$ cat src/rtl/csa_pkg.sv
// Shared helpers for the carry-save reduction tree: level/row bookkeeping,
// output width derivation and the valid/ready handshake bundle.
package csa_pkg;

    // One side of a valid/ready stream.
    typedef struct packed {
        logic valid;
        logic ready;
    } csa_hs_t;

    // Number of rows remaining after lvl levels of 3:2 compression.
    function automatic int csa_rows_at(input int n, input int lvl);
        int rows;
        rows = n;
        for (int i = 0; i < lvl; i++) begin
            rows = rows - rows / 3;
        end
        return rows;
    endfunction

    // Number of 3:2 levels needed to bring n rows down to two.
    function automatic int csa_levels(input int n);
        int rows;
        int lvls;
        rows = n;
        lvls = 0;
        for (int i = 0; i < 64; i++) begin
            if (rows > 2) begin
                rows = rows - rows / 3;
                lvls = lvls + 1;
            end
        end
        return lvls;
    endfunction

    // Width that holds the exact sum of rows operands of width bits.
    function automatic int csa_out_w(input int rows, input int width);
        return width + $clog2(rows);
    endfunction

endpackage

$ cat src/rtl/csa_3_2_row.sv
// Bitwise 3:2 counter across one row triple. The carry row is returned
// already weighted (shifted left by one); the bit shifted past the top is
// dropped because the tree width already holds the full total.
module csa_3_2_row #(
    parameter int WIDTH = 16
) (
    input  logic [WIDTH-1:0] a,
    input  logic [WIDTH-1:0] b,
    input  logic [WIDTH-1:0] c,
    output logic [WIDTH-1:0] sum,
    output logic [WIDTH-1:0] carry
);

    logic [WIDTH-1:0] maj;

    assign sum   = a ^ b ^ c;
    assign maj   = (a & b) | (a & c) | (b & c);
    assign carry = maj << 1;

endmodule

$ cat src/rtl/csa_tree_pipe.sv
// Pipelined carry-save reduction tree: NUM_ROWS operands are compressed by
// levels of 3:2 counters into a (sum, carry) pair, with a register stage after
// every LEVELS_PER_STAGE levels and an optional final carry-propagate stage.
// A single global stall holds every stage while the output is blocked.
module csa_tree_pipe
    import csa_pkg::*;
#(
    parameter int NUM_ROWS         = 8,
    parameter int WIDTH            = 16,
    parameter int LEVELS_PER_STAGE = 1,
    parameter int FINAL_ADD        = 0,
    parameter int OUT_W            = csa_out_w(NUM_ROWS, WIDTH)
) (
    input  logic                      clk,
    input  logic                      rst_n,
    input  logic                      in_valid,
    output logic                      in_ready,
    input  logic [NUM_ROWS*WIDTH-1:0] in_rows,
    output logic                      out_valid,
    input  logic                      out_ready,
    output logic [OUT_W-1:0]          out_sum,
    output logic [OUT_W-1:0]          out_carry
);

    localparam int L           = csa_levels(NUM_ROWS);
    localparam int TREE_STAGES = (L + LEVELS_PER_STAGE - 1) / LEVELS_PER_STAGE;
    localparam int STAGES      = TREE_STAGES + ((FINAL_ADD != 0) ? 1 : 0);

    csa_hs_t           out_hs;
    logic              advance;
    logic [STAGES-1:0] vld_p;

    assign out_hs    = '{valid: vld_p[STAGES-1], ready: out_ready};
    assign advance   = !out_hs.valid || out_hs.ready;
    assign in_ready  = advance;
    assign out_valid = vld_p[STAGES-1];

    // Valid bits travel one stage per advance; bubbles are kept, not collapsed.
    always_ff @(posedge clk) begin
        if (!rst_n) begin
            vld_p <= '0;
        end else if (advance) begin
            vld_p[0] <= in_valid;
            for (int k = 1; k < STAGES; k++) begin
                vld_p[k] <= vld_p[k-1];
            end
        end
    end

    for (genvar l = 0; l < L; l++) begin : g_lvl
        localparam int N_IN     = csa_rows_at(NUM_ROWS, l);
        localparam int GROUPS   = N_IN / 3;
        localparam int N_OUT    = N_IN - GROUPS;
        localparam bit BOUNDARY = ((l + 1) % LEVELS_PER_STAGE == 0) || (l == L - 1);

        logic [OUT_W-1:0] rows_in  [N_IN];
        logic [OUT_W-1:0] rows_out [N_OUT];
        logic [OUT_W-1:0] fwd      [N_OUT];

        if (l == 0) begin : g_src
            for (genvar r = 0; r < N_IN; r++) begin : g_row
                assign rows_in[r] = OUT_W'(in_rows[r*WIDTH +: WIDTH]);
            end
        end else begin : g_chain
            for (genvar r = 0; r < N_IN; r++) begin : g_row
                assign rows_in[r] = g_lvl[l-1].fwd[r];
            end
        end

        for (genvar gi = 0; gi < GROUPS; gi++) begin : g_grp
            csa_3_2_row #(
                .WIDTH (OUT_W)
            ) u_csa (
                .a     (rows_in[3*gi]),
                .b     (rows_in[3*gi+1]),
                .c     (rows_in[3*gi+2]),
                .sum   (rows_out[2*gi]),
                .carry (rows_out[2*gi+1])
            );
        end

        for (genvar k = 0; k < N_IN - 3*GROUPS; k++) begin : g_pass
            assign rows_out[2*GROUPS+k] = rows_in[3*GROUPS+k];
        end

        if (BOUNDARY) begin : g_reg
            // Stage register closing this group of levels.
            always_ff @(posedge clk) begin
                if (!rst_n) begin
                    for (int r = 0; r < N_OUT; r++) begin
                        fwd[r] <= '0;
                    end
                end else if (advance) begin
                    fwd <= rows_out;
                end
            end
        end else begin : g_comb
            assign fwd = rows_out;
        end
    end

    if (FINAL_ADD != 0) begin : g_final
        logic [OUT_W-1:0] total_p;

        // Extra stage resolving the redundant pair into one binary total.
        always_ff @(posedge clk) begin
            if (!rst_n) begin
                total_p <= '0;
            end else if (advance) begin
                total_p <= g_lvl[L-1].fwd[0] + g_lvl[L-1].fwd[1];
            end
        end

        assign out_sum   = total_p;
        assign out_carry = '0;
    end else begin : g_direct
        assign out_sum   = g_lvl[L-1].fwd[0];
        assign out_carry = g_lvl[L-1].fwd[1];
    end

endmodule

$ cat config.mk
export PLATFORM = sky130hd
export DESIGN_NAME = csa_tree_pipe
export DESIGN_NICKNAME = d
export VERILOG_FILES = /design/src/rtl/csa_pkg.sv /design/src/rtl/csa_3_2_row.sv /design/src/rtl/csa_tree_pipe.sv
export SDC_FILE = /design/constraint.sdc
export NUM_CORES = 1
export LEC_CHECK = 0
export BUFFER_PORTS_ARGS = -buffer_cell sky130_fd_sc_hd__buf_4
export CAP_MARGIN = 40
export CORE_MARGIN = 2
export CORE_UTILIZATION = 60
export DETAILED_ROUTE_END_ITERATION = 8
export GPL_TIMING_DRIVEN = 1
export PLACE_DENSITY = 0.85
export SYNTH_ARGS = -nofsm -noshare
export SYNTH_HDL_FRONTEND = slang
export SYNTH_SLANG_ARGS = --single-unit
$ cat constraint.sdc
create_clock -name clk -period 1.8 [get_ports clk]
set_input_delay 0.36 -clock clk [delete_from_list [all_inputs] [get_ports clk]]
set_output_delay 0.36 -clock clk [all_outputs]
set_load 0.01 [all_outputs]
; Yosys cells after proc, flatten, opt, wreduce, memory -nomap -nowiden
; Cells that the tools add are included.
[op_classes]
bitwise_logic = 42
reduce_logical = 2
[ops]
columns = cell, n
row1 = $or 18x18->18, 12
row2 = $and 18x18->18, 9
row3 = $xor 19x19->19, 6
row4 = $and 16x16->16, 7
row5 = $xor 19x16->19, 4
row6 = $and 18x16->18, 2
row7 = $xor 16x16->16, 2
row8 = $logic_not 1->1, 1
row9 = $logic_or 1x1->1, 1
[totals]
input_bits = 132
regBits = 276
wordCells = 60

; Depth between registers and ports, before layout
; Gate-level depths: netlist (run 1).
[depth]
ltp_word = 3
ltp_mapped = 5
mapped_depth_nobuf = 3

; Cells and area by module
; Synthesis (run 1) repeated with hierarchy kept, for this count alone.
[unflattened]
hier_cells = 1331
area_unflattened_um2 = 13937.1
[by_module_without_submodules]
columns = mod, instances, area_per_inst_um2, cells_each, seq_area_each_um2
row1 = csa_tree_pipe, 1, 11564.8, 1205, 5665.4
row2 = csa_3_2_row, 6, 395.4, 21, 0.0

; Worst setup path after synthesis (run 1)
; No wires, ideal clock.
[synth_path]
kind = register -> output
start = register vld_p[3]
end = output in_ready
t_required_ns = 1.440
t_arrival_ns = 0.873
path_slack_ns = 0.567
n_path_buf = 2
stages_incl_launch_ff = 5
cell_sequence = dfxtp_1 -> nor2b_4 -> buf_6 -> inv_4 -> buf_6
[synth_between]
elab_chain_cells = 2
[synth_lines]
columns = item, line_no
row1 = start: declaration, csa_tree_pipe.sv:31  ; logic [STAGES-1:0] vld_p;
row2 = start signal: indexed assignment, csa_tree_pipe.sv:45  ; vld_p[k] <= vld_p[k-1];
row3 = $logic_not 1->1, csa_tree_pipe.sv:34  ; assign advance = !out_hs.valid || out_hs.ready;
row4 = $logic_or 1x1->1, csa_tree_pipe.sv:34
row5 = end: declaration, csa_tree_pipe.sv:17  ; output logic in_ready,
; No other way between the ends.

; Worst setup path after layout (run 1)
; Same ends and word-level chain as after synthesis.

==> results of run 1 <==
## layer usage
metal	track usage (%)	wire, microns
met5	0	0
met4	10.5	1150
met3	3.01	766
met2	44.0	12700
met1	26.2	9020
## power by group through the flow
stage	logic, mW	registers (mW)	clock network [mW]
3_5_place_dp	1.70	6.49	0
3_3_place_gp	1.63	6.46	0
6_report	1.69	6.36	5.29
5_1_grt	1.95	6.42	5.60
4_1_cts	1.72	6.37	5.38
2_1_floorplan	0.988	6.43	0
## tightest hold or removal path, delay by kind of cell
kind / cells / cell delay, ps
and+or+nand+nor: 1 / 40
muxes: 1 / 50
buffers and inverters: 1 / 110
## worst paths after layout
check                     from          endpoint  slack [ps]  cells past startpoint
setup / recovery      vld_p[3]          in_ready         120                      3
hold / removal    in_rows[123]  g_lvl[0].fwd[11]          80                      3
setup reg to reg      vld_p[3]  g_lvl[2].fwd[24]         300                      4
hold reg to reg    out_sum[15]       out_sum[15]         460                      2
## sequential cells by signal, summed over array words and instances, names as in the netlist
signal and cells:
out_carry 16, g_lvl.fwd 212, vld_p 4, out_sum 18
## layout make-up
type,count,area (sq um),area share (%)
Sequential cell,250,5000,35.7
Timing Repair Buffer,190,1600,11.4
Clock buffer,36,747,5.32
Inverter,1,6.26,0.0446
Clock inverter,8,109,0.776
Tap cell,265,332,2.36
Multi-Input combinational cell,828,6230,44.4
## stage by stage
step / area, sq um / hold WS, ps / setup WS (ps) / power (mW) / std cells
final: 14000 / 78.4 / 117 / 13.3 / 1578
after global routing: 14000 / 76.3 / 59.1 / 14.0 / 1578
after CTS: 14000 / 66.3 / 100 / 13.5 / 1578
after detailed placement: 13200 / 454 / 268 / 8.18 / 1534
after global placement: 13200 / 447 / 330 / 8.10 / 1534
after floorplan: 11900 / 438 / 567 / 7.41 / 1163
## kinds of logic (layout without fill, tap and decap cells)
| logic type | after synthesis | count (layout) | share of synthesized area [%] |
|---|---|---|---|
| compound gates | 1 | 1 | 0.0634 |
| fa+ha+maj | 97 | 97 | 16.2 |
| buf+inv | 85 | 235 | 5.28 |
| flops | 250 | 250 | 42.2 |
| mux | 249 | 249 | 21.0 |
| other cells | 1 | 4 | 0.0316 |
| simple gates | 477 | 477 | 15.2 |
## cells in the final DEF, fill, tap and decap left out
master | Yosys | routed
inv_4 | 1 | 1
buf_12 | 0 | 13
conb_1 | 1 | 4
o21a_1 | 1 | 1
clkbuf_8 | 0 | 8
nand2_1 | 476 | 476
ha_1 | 3 | 3
clkinv_4 | 0 | 1
nor2b_4 | 1 | 1
inv_16 | 0 | 1
clkbuf_16 | 0 | 25
mux2i_1 | 249 | 249
clkbuf_1 | 4 | 3
dfxtp_1 | 250 | 250
bufinv_16 | 0 | 2
fa_1 | 94 | 94
buf_8 | 11 | 1
buf_4 | 10 | 176
clkinv_2 | 0 | 4
==> impl_metrics.json, run 1 <==
{
  "vias_per_cell": 5.13,
  "hpwl_microns": 17100,
  "min_path_type": "in2reg",
  "grt_pass1_vias": 8371,
  "synth_top_area_share_pct": 42.2,
  "cp-end-kind": "output port",
  "p_seq_share_pct": 47.7,
  "synth_common_cells": "nand2_1 (476), dfxtp_1 (250), mux2i_1 (249), fa_1 (94), buf_2 (48)",
  "ys_warn_count": 0,
  "critical_path.max_stage_delay_ps": 340,
  "antenna_left": 0,
  "antenna_found_initial": 0,
  "post-cts-setup-buffers": 0,
  "num_vias": 8095,
  "grt_max_degree": 77,
  "swShare_pct": 24.9,
  "cts_made_buffers": 25,
  "clock_sinks": 250,
  "synth-seq-area-share_pct": 42.2,
  "cts-resized-gates": 0,
  "skew_ps": 15.8,
  "synth-edff-count": 0,
  "die_y_microns": 145,
  "wirelength_microns": 23600,
  "first_iter_violations": 382,
  "p_sw_mw": 3.32,
  "avgSynthCellArea_sq_um": 10.2,
  "finalCriticalPeriod_ps": 1680,
  "fp.dieArea_sq_um": 20900,
  "start_kind": "flip-flop",
  "cp_top_family": "flip-flops",
  "die_x_microns": 145,
  "routedWlPerCell_microns": 15.0,
  "netlist_area_sq_um": 11900,
  "rows": 51,
  "p_leak_nw": 5.63,
  "cp_slowest_cell": "dfxtp_1",
  "async_flop_share_pct": 0,
  "fin_crit_sh_pct": 93.5,
  "worstSetupPathType": "reg2out",
  "io_buffers": 167,
  "final_core_util_pct": 72.3,
  "route.detailed.drc": 0,
  "p_clk_share_pct": 39.6,
  "p_per_area_nw_per_um2": 951,
  "yosysUniqueCellTypes": 14,
  "firstDrtPassIters": 5,
  "worstPathCellList": "nor2b_4 -> inv_4 -> buf_4",
  "tns_ps": 0,
  "cp.arrival_ps": 1320,
  "core_region_area_sq_um": 19400,
  "synth_area_leader_cell": "dfxtp_1",
  "combPwrFrac_pct": 12.7,
  "peakVddDrop_uv": 748,
  "htreeDepth": 1,
  "drv_slew": 0,
  "yosys.cell_count.top_type": "nand2_1",
  "clkTransAtPathRegs_ps": 60,
  "synth_seq_cells": 250,
  "syn_inst": 1160,
  "area_growth_pct": 18.4,
  "final_layout_size_suffix_gt1_share_pct": 17.7,
  "cts_buffer_depth": 3,
  "globalRoute.totalOverflow": 0,
  "diodes": 0,
  "initial_core_util_pct": 61.1,
  "crit_required_ps": 1440,
  "finalHoldViolCount": 0,
  "critPathBufInv": 2,
  "cts_tree": "yes",
  "nFillCells": 1404,
  "rsz0062_at_grt": "false",
  "grt_pass1_wl_microns": 38900,
  "track_usage_pct": 23.3,
  "cp_max_fo": 4,
  "nNetsFinal": 1525,
  "max_freq_mhz": 594,
  "synthTopCellsByArea": "dfxtp_1 (42%), mux2i_1 (21%), fa_1 (16%), nand2_1 (15%), buf_2 (2.0%)",
  "clk_latency_ps": 530,
  "max_cap_violations": 0,
  "synth_flop_cell": "dfxtp_1",
  "cts_hold_buf": 0,
  "place_congestion": 0.811,
  "p_int_mw": 10.0,
  "setup_viol": 0,
  "num_io_pins": 172,
  "outcome": "finished clean",
  "cts_root_buffer": "clkbuf_16"
}
Note: power is estimated with default switching activity, not from simulation.
==> inputs of run 2 (changes only) <==
--- a/config.mk
+++ b/config.mk
@@ -11,6 +11,7 @@
 export CORE_UTILIZATION = 60
 export DETAILED_ROUTE_END_ITERATION = 8
 export GPL_TIMING_DRIVEN = 1
+export MAX_ROUTING_LAYER = met4
 export PLACE_DENSITY = 0.85
 export SYNTH_ARGS = -nofsm -noshare
 export SYNTH_HDL_FRONTEND = slang
==> run 2 against run 1 <==
Sequential share of layout area is the same. Final area is the same. Register-to-register slack is essentially flat. Worst setup slack lost 2.9 ps. Global-route usage grew 0.69 points. Non-clock buffer count is the same. Maximum frequency shrank 0.17%. Flip-flop and latch count is the same. Worst hold slack gained 0.83 ps. Critical path type unchanged. Critical endpoint unchanged.
==> impl_metrics.json, run 2 (synthesis results as in run 1) <==
{
  "outcome": "finished clean",
  "antenna_found_initial": 0,
  "p_clk_share_pct": 39.7,
  "nFillCells": 1404,
  "final_core_util_pct": 72.3,
  "place_inst": 1534,
  "setup_viol": 0,
  "initial_core_util_pct": 61.1,
  "drv_slew": 0,
  "worstPathCellList": "nor2b_4 -> inv_4 -> buf_4",
  "track_usage_pct": 24.0,
  "cp_slowest_cell": "dfxtp_1",
  "finalHoldViolCount": 0,
  "fp.dieArea_sq_um": 20900,
  "p_leak_nw": 5.63,
  "rsz0062_at_grt": "false",
  "grt_max_degree": 77,
  "cts_root_buffer": "clkbuf_16",
  "firstDrtPassIters": 4,
  "holdPathStages": 3,
  "swShare_pct": 24.9,
  "post-cts-setup-buffers": 0,
  "cts_made_buffers": 25,
  "max_freq_mhz": 593,
  "startpoint": "vld_p[3]",
  "clk_latency_ps": 520,
  "final_cell_area_sq_um": 14000,
  "critical_path.max_stage_delay_ps": 350,
  "post_layout_nonfiller_instances": 1578,
  "dpl_worst_slack_ps": 268,
  "nNetsFinal": 1525,
  "vias_per_cell": 5.13,
  "clkTransAtPathRegs_ps": 60,
  "wirelength_microns": 23700,
  "holdWs_ps": 79.3,
  "hpwl_microns": 17100,
  "cts_tree": "yes",
  "largest-register": "g_lvl.fwd",
  "cts_buffer_depth": 3,
  "cp_max_fo": 4,
  "min-delay-start": "in_rows[123]",
  "peakVddDrop_uv": 747,
  "grt_pass1_wl_microns": 39000,
  "io_buffers": 167,
  "rows": 51,
  "dpl_cell_area_sq_um": 13200,
  "min_path_type": "in2reg",
  "tns_ps": 0,
  "fin_crit_sh_pct": 93.7,
  "combPwrFrac_pct": 12.7,
  "p_int_mw": 10.0,
  "area_growth_pct": 18.4,
  "final_common_cell": "nand2_1",
  "core_region_area_sq_um": 19400,
  "die_x_microns": 145,
  "globalRoute.totalOverflow": 0,
  "clock_sinks": 250,
  "htreeDepth": 1,
  "largest_reg_flops": 212,
  "worstSetupPathType": "reg2out",
  "die_y_microns": 145,
  "num_io_pins": 172,
  "max_cap_violations": 0,
  "crit_required_ps": 1440,
  "timing.rr.start": "vld_p[3]",
  "antenna_left": 0,
  "cts_hold_buf": 0,
  "grt_pass1_vias": 8365,
  "cp-end-kind": "output port",
  "final_layout_size_suffix_gt1_share_pct": 17.7,
  "most-common-layout-cells": "nand2_1 (476), dfxtp_1 (250), mux2i_1 (249), buf_4 (176), fa_1 (94)",
  "cts-resized-gates": 0,
  "final.setup.worst_slack_ps": 114,
  "diodes": 0,
  "finalPower_mw": 13.4,
  "p_per_area_nw_per_um2": 952,
  "p_sw_mw": 3.33,
  "routedWlPerCell_microns": 15.0,
  "route.detailed.drc": 0,
  "num_vias": 8090,
  "p_seq_share_pct": 47.6,
  "worst_r2r_path_depth": 4,
  "place_congestion": 0.823,
  "start_kind": "flip-flop",
  "first_iter_violations": 412,
  "finalCriticalPeriod_ps": 1690,
  "cp.arrival_ps": 1330,
  "skew_ps": 13.7
}
## run 2: cell counts in the layout (fill, tap and decap cells not counted)
No cell type changed its count.
## run 2: power groups by stage
stage	sequential, mW	combinational (mW)	clock, mW
2_1_floorplan	6.43	0.988	0
3_3_place_gp	6.46	1.63	0
3_5_place_dp	6.49	1.70	0
4_1_cts	6.37	1.72	5.38
5_1_grt	6.42	1.95	5.60
6_report	6.36	1.70	5.30
## run 2: path summary, 6_finish.rpt
kind              slack [ps]               end
setup / recovery         110          in_ready
hold / removal            80  g_lvl[0].fwd[11]
setup reg to reg         290  g_lvl[2].fwd[24]
hold reg to reg          460     out_carry[14]
## run 2: critical path, delay by kind of cell, from the launching register on
family	cells	cell delay, ps
flops	1	350
buf+inv	2	190
simple gates	1	260
## run 2: area by class of cell
| class | instances | area, sq um | area share, % |
|---|---|---|---|
| clock buffer | 36 | 747 | 5.32 |
| clock inverter | 8 | 109 | 0.776 |
| inverter | 1 | 6.26 | 0.0446 |
| multi-input combinational | 828 | 6230 | 44.4 |
| sequential | 250 | 5000 | 35.7 |
| tap | 265 | 332 | 2.36 |
| timing repair buffer | 190 | 1600 | 11.4 |
## run 2: metal layers
metal	vias to the layer above	wire, microns	global-route usage, %
met4	0	1100	10.5
li1	3986	-	-
met3	64	775	3.01
met5	-	0	-
met1	3860	9180	26.3
met2	180	12600	43.9
==> inputs of run 3 (changes only) <==
==> constraint.sdc (replaced) <==
create_clock -name clk -period 1.8 [get_ports clk]
set_input_delay 0.18 -clock clk [delete_from_list [all_inputs] [get_ports clk]]
set_output_delay 0.18 -clock clk [all_outputs]
set_load 0.01 [all_outputs]
==> run 3 against run 2 <==
Count of clock-buffer cells in the layout decreased by 3. Total power is 1.1% lower. Highest routed layer unchanged. Critical path depth unchanged. Sequential share of layout area down 0.60 points. Worst setup slack better by 59 ps. First-iteration DRC count shrank 13%. Final cell count up 2.2%. Utilization up 1.2 points. Critical endpoint unchanged.
==> impl_metrics.json, run 3 (synthesis results as in run 1) <==
{
  "post_layout_nonfiller_instances": 1612,
  "clk_latency_ps": 520,
  "num_io_pins": 172,
  "first_iter_violations": 359,
  "worst_r2r_path_depth": 4,
  "cp.arrival_ps": 1450,
  "worstSetupPathType": "reg2out",
  "finalPower_mw": 13.2,
  "drv_slew": 0,
  "dpl_worst_slack_ps": 364,
  "htreeDepth": 1,
  "io_buffers": 167,
  "antenna_left": 0,
  "globalRoute.totalOverflow": 0,
  "final_common_cell": "nand2_1",
  "track_usage_pct": 25.1,
  "p_per_area_nw_per_um2": 926,
  "initial_core_util_pct": 61.1,
  "wirelength_microns": 24500,
  "place_inst": 1533,
  "clkTransAtPathRegs_ps": 60,
  "place_congestion": 0.817,
  "r2r_setup_slack_ps": 350,
  "finalHoldViolCount": 0,
  "clock_sinks": 250,
  "cts-resized-gates": 0,
  "diodes": 0,
  "firstDrtPassIters": 4,
  "startpoint": "vld_p[3]",
  "crit_required_ps": 1620,
  "p_leak_nw": 5.73,
  "critical_path.max_stage_delay_ps": 320,
  "final_cell_area_sq_um": 14300,
  "reg2reg_to": "g_lvl[1].fwd[54]",
  "cts_buffer_depth": 3,
  "cp_max_fo": 19,
  "route.detailed.drc": 0,
  "holdPathStages": 3,
  "max_freq_mhz": 614,
  "holdWs_ps": 47.9,
  "grt_pass1_wl_microns": 40600,
  "grt_max_degree": 98,
  "fp.dieArea_sq_um": 20900,
  "grt_pass1_vias": 8700,
  "multiInputGateArea_sq_um": 6230,
  "core_region_area_sq_um": 19400,
  "seq_area_sq_um": 5000,
  "min_path_type": "in2reg",
  "peakVddDrop_uv": 723,
  "finalCriticalPeriod_ps": 1630,
  "num_vias": 8209,
  "timing.rr.start": "vld_p[3]",
  "largest_reg_flops": 212,
  "vias_per_cell": 5.09,
  "nNetsFinal": 1558,
  "tns_ps": 0,
  "fin_crit_sh_pct": 90.4,
  "most-common-layout-cells": "nand2_1 (476), dfxtp_1 (250), mux2i_1 (249), buf_4 (179), fa_1 (94)",
  "largest-register": "g_lvl.fwd",
  "area_growth_pct": 20.4,
  "die_y_microns": 145,
  "worstPathCellList": "nor2b_4 -> inv_4 -> buf_4",
  "cts_made_buffers": 25,
  "antenna_found_initial": 0,
  "nFillCells": 1343,
  "cp-end-kind": "output port",
  "final.setup.worst_slack_ps": 172,
  "final_layout_size_suffix_gt1_share_pct": 17.2,
  "start_kind": "flip-flop",
  "endpoint": "in_ready",
  "final_core_util_pct": 73.6,
  "dpl_cell_area_sq_um": 13100,
  "routedWlPerCell_microns": 15.2,
  "die_x_microns": 145,
  "skew_ps": 12.8,
  "rsz0062_at_grt": "false",
  "cp_slowest_cell": "dfxtp_1",
  "rows": 51,
  "max_cap_violations": 0,
  "hpwl_microns": 17000,
  "cts_tree": "yes",
  "setup_viol": 0,
  "outcome": "finished clean",
  "cts_root_buffer": "clkbuf_16"
}
run 3: cell count changes in the layout (fill, tap and decap cells not counted), sizes merged:
cell / before / now
clkinv: 5 / 8
dlygate4sd3: 0 / 33
clkbuf: 36 / 33
clkinvlp: 0 / 1
run 3: what timing repair did:
item	CTS	global route
endpoints found under the setup margin	1	0
hold buffers	33	0
endpoints found under the hold margin	33	0
buffers inserted	1	0
run 3: power by group:
part | internal [mW] | total (mW) | switching, mW
registers | 6.01 | 6.36 | 0.348
logic | 0.900 | 1.79 | 0.886
clock network | 2.97 | 5.07 | 2.10
total | 9.88 | 13.2 | 3.33
run 3: worst min-delay path by stage:
stage,startpoint,endpoint,slack [ps]
2_1_floorplan,in_rows[112],g_lvl[0].fwd[0],320
3_3_place_gp,in_rows[123],g_lvl[0].fwd[11],430
3_5_place_dp,in_rows[107],g_lvl[0].fwd[30],440
4_1_cts,rst_n,g_lvl[0].fwd[85],40
5_1_grt,rst_n,g_lvl[0].fwd[85],70
6_report,rst_n,g_lvl[0].fwd[85],50
run 3: worst max-delay path: cells and delay by family (launching register included):
family                 cells  cell delay [ps]
DFF                        1              320
buffers and inverters      2              470
and+or+nand+nor            1              130
run 3: cell type report:
cell class,instances,area share (%)
clock buffer,33,4.81
clock inverter,12,0.816
inverter,1,0.0438
multi-input combinational,828,43.7
sequential,250,35.1
tap,265,2.32
timing repair buffer,223,13.2
run 3: metal layers:
metal,track usage [%],part of all wire (%)
met2,47.9,55
met3,3.08,3.2
met4,8.53,3.7
met5,-,0
met1,26.8,38
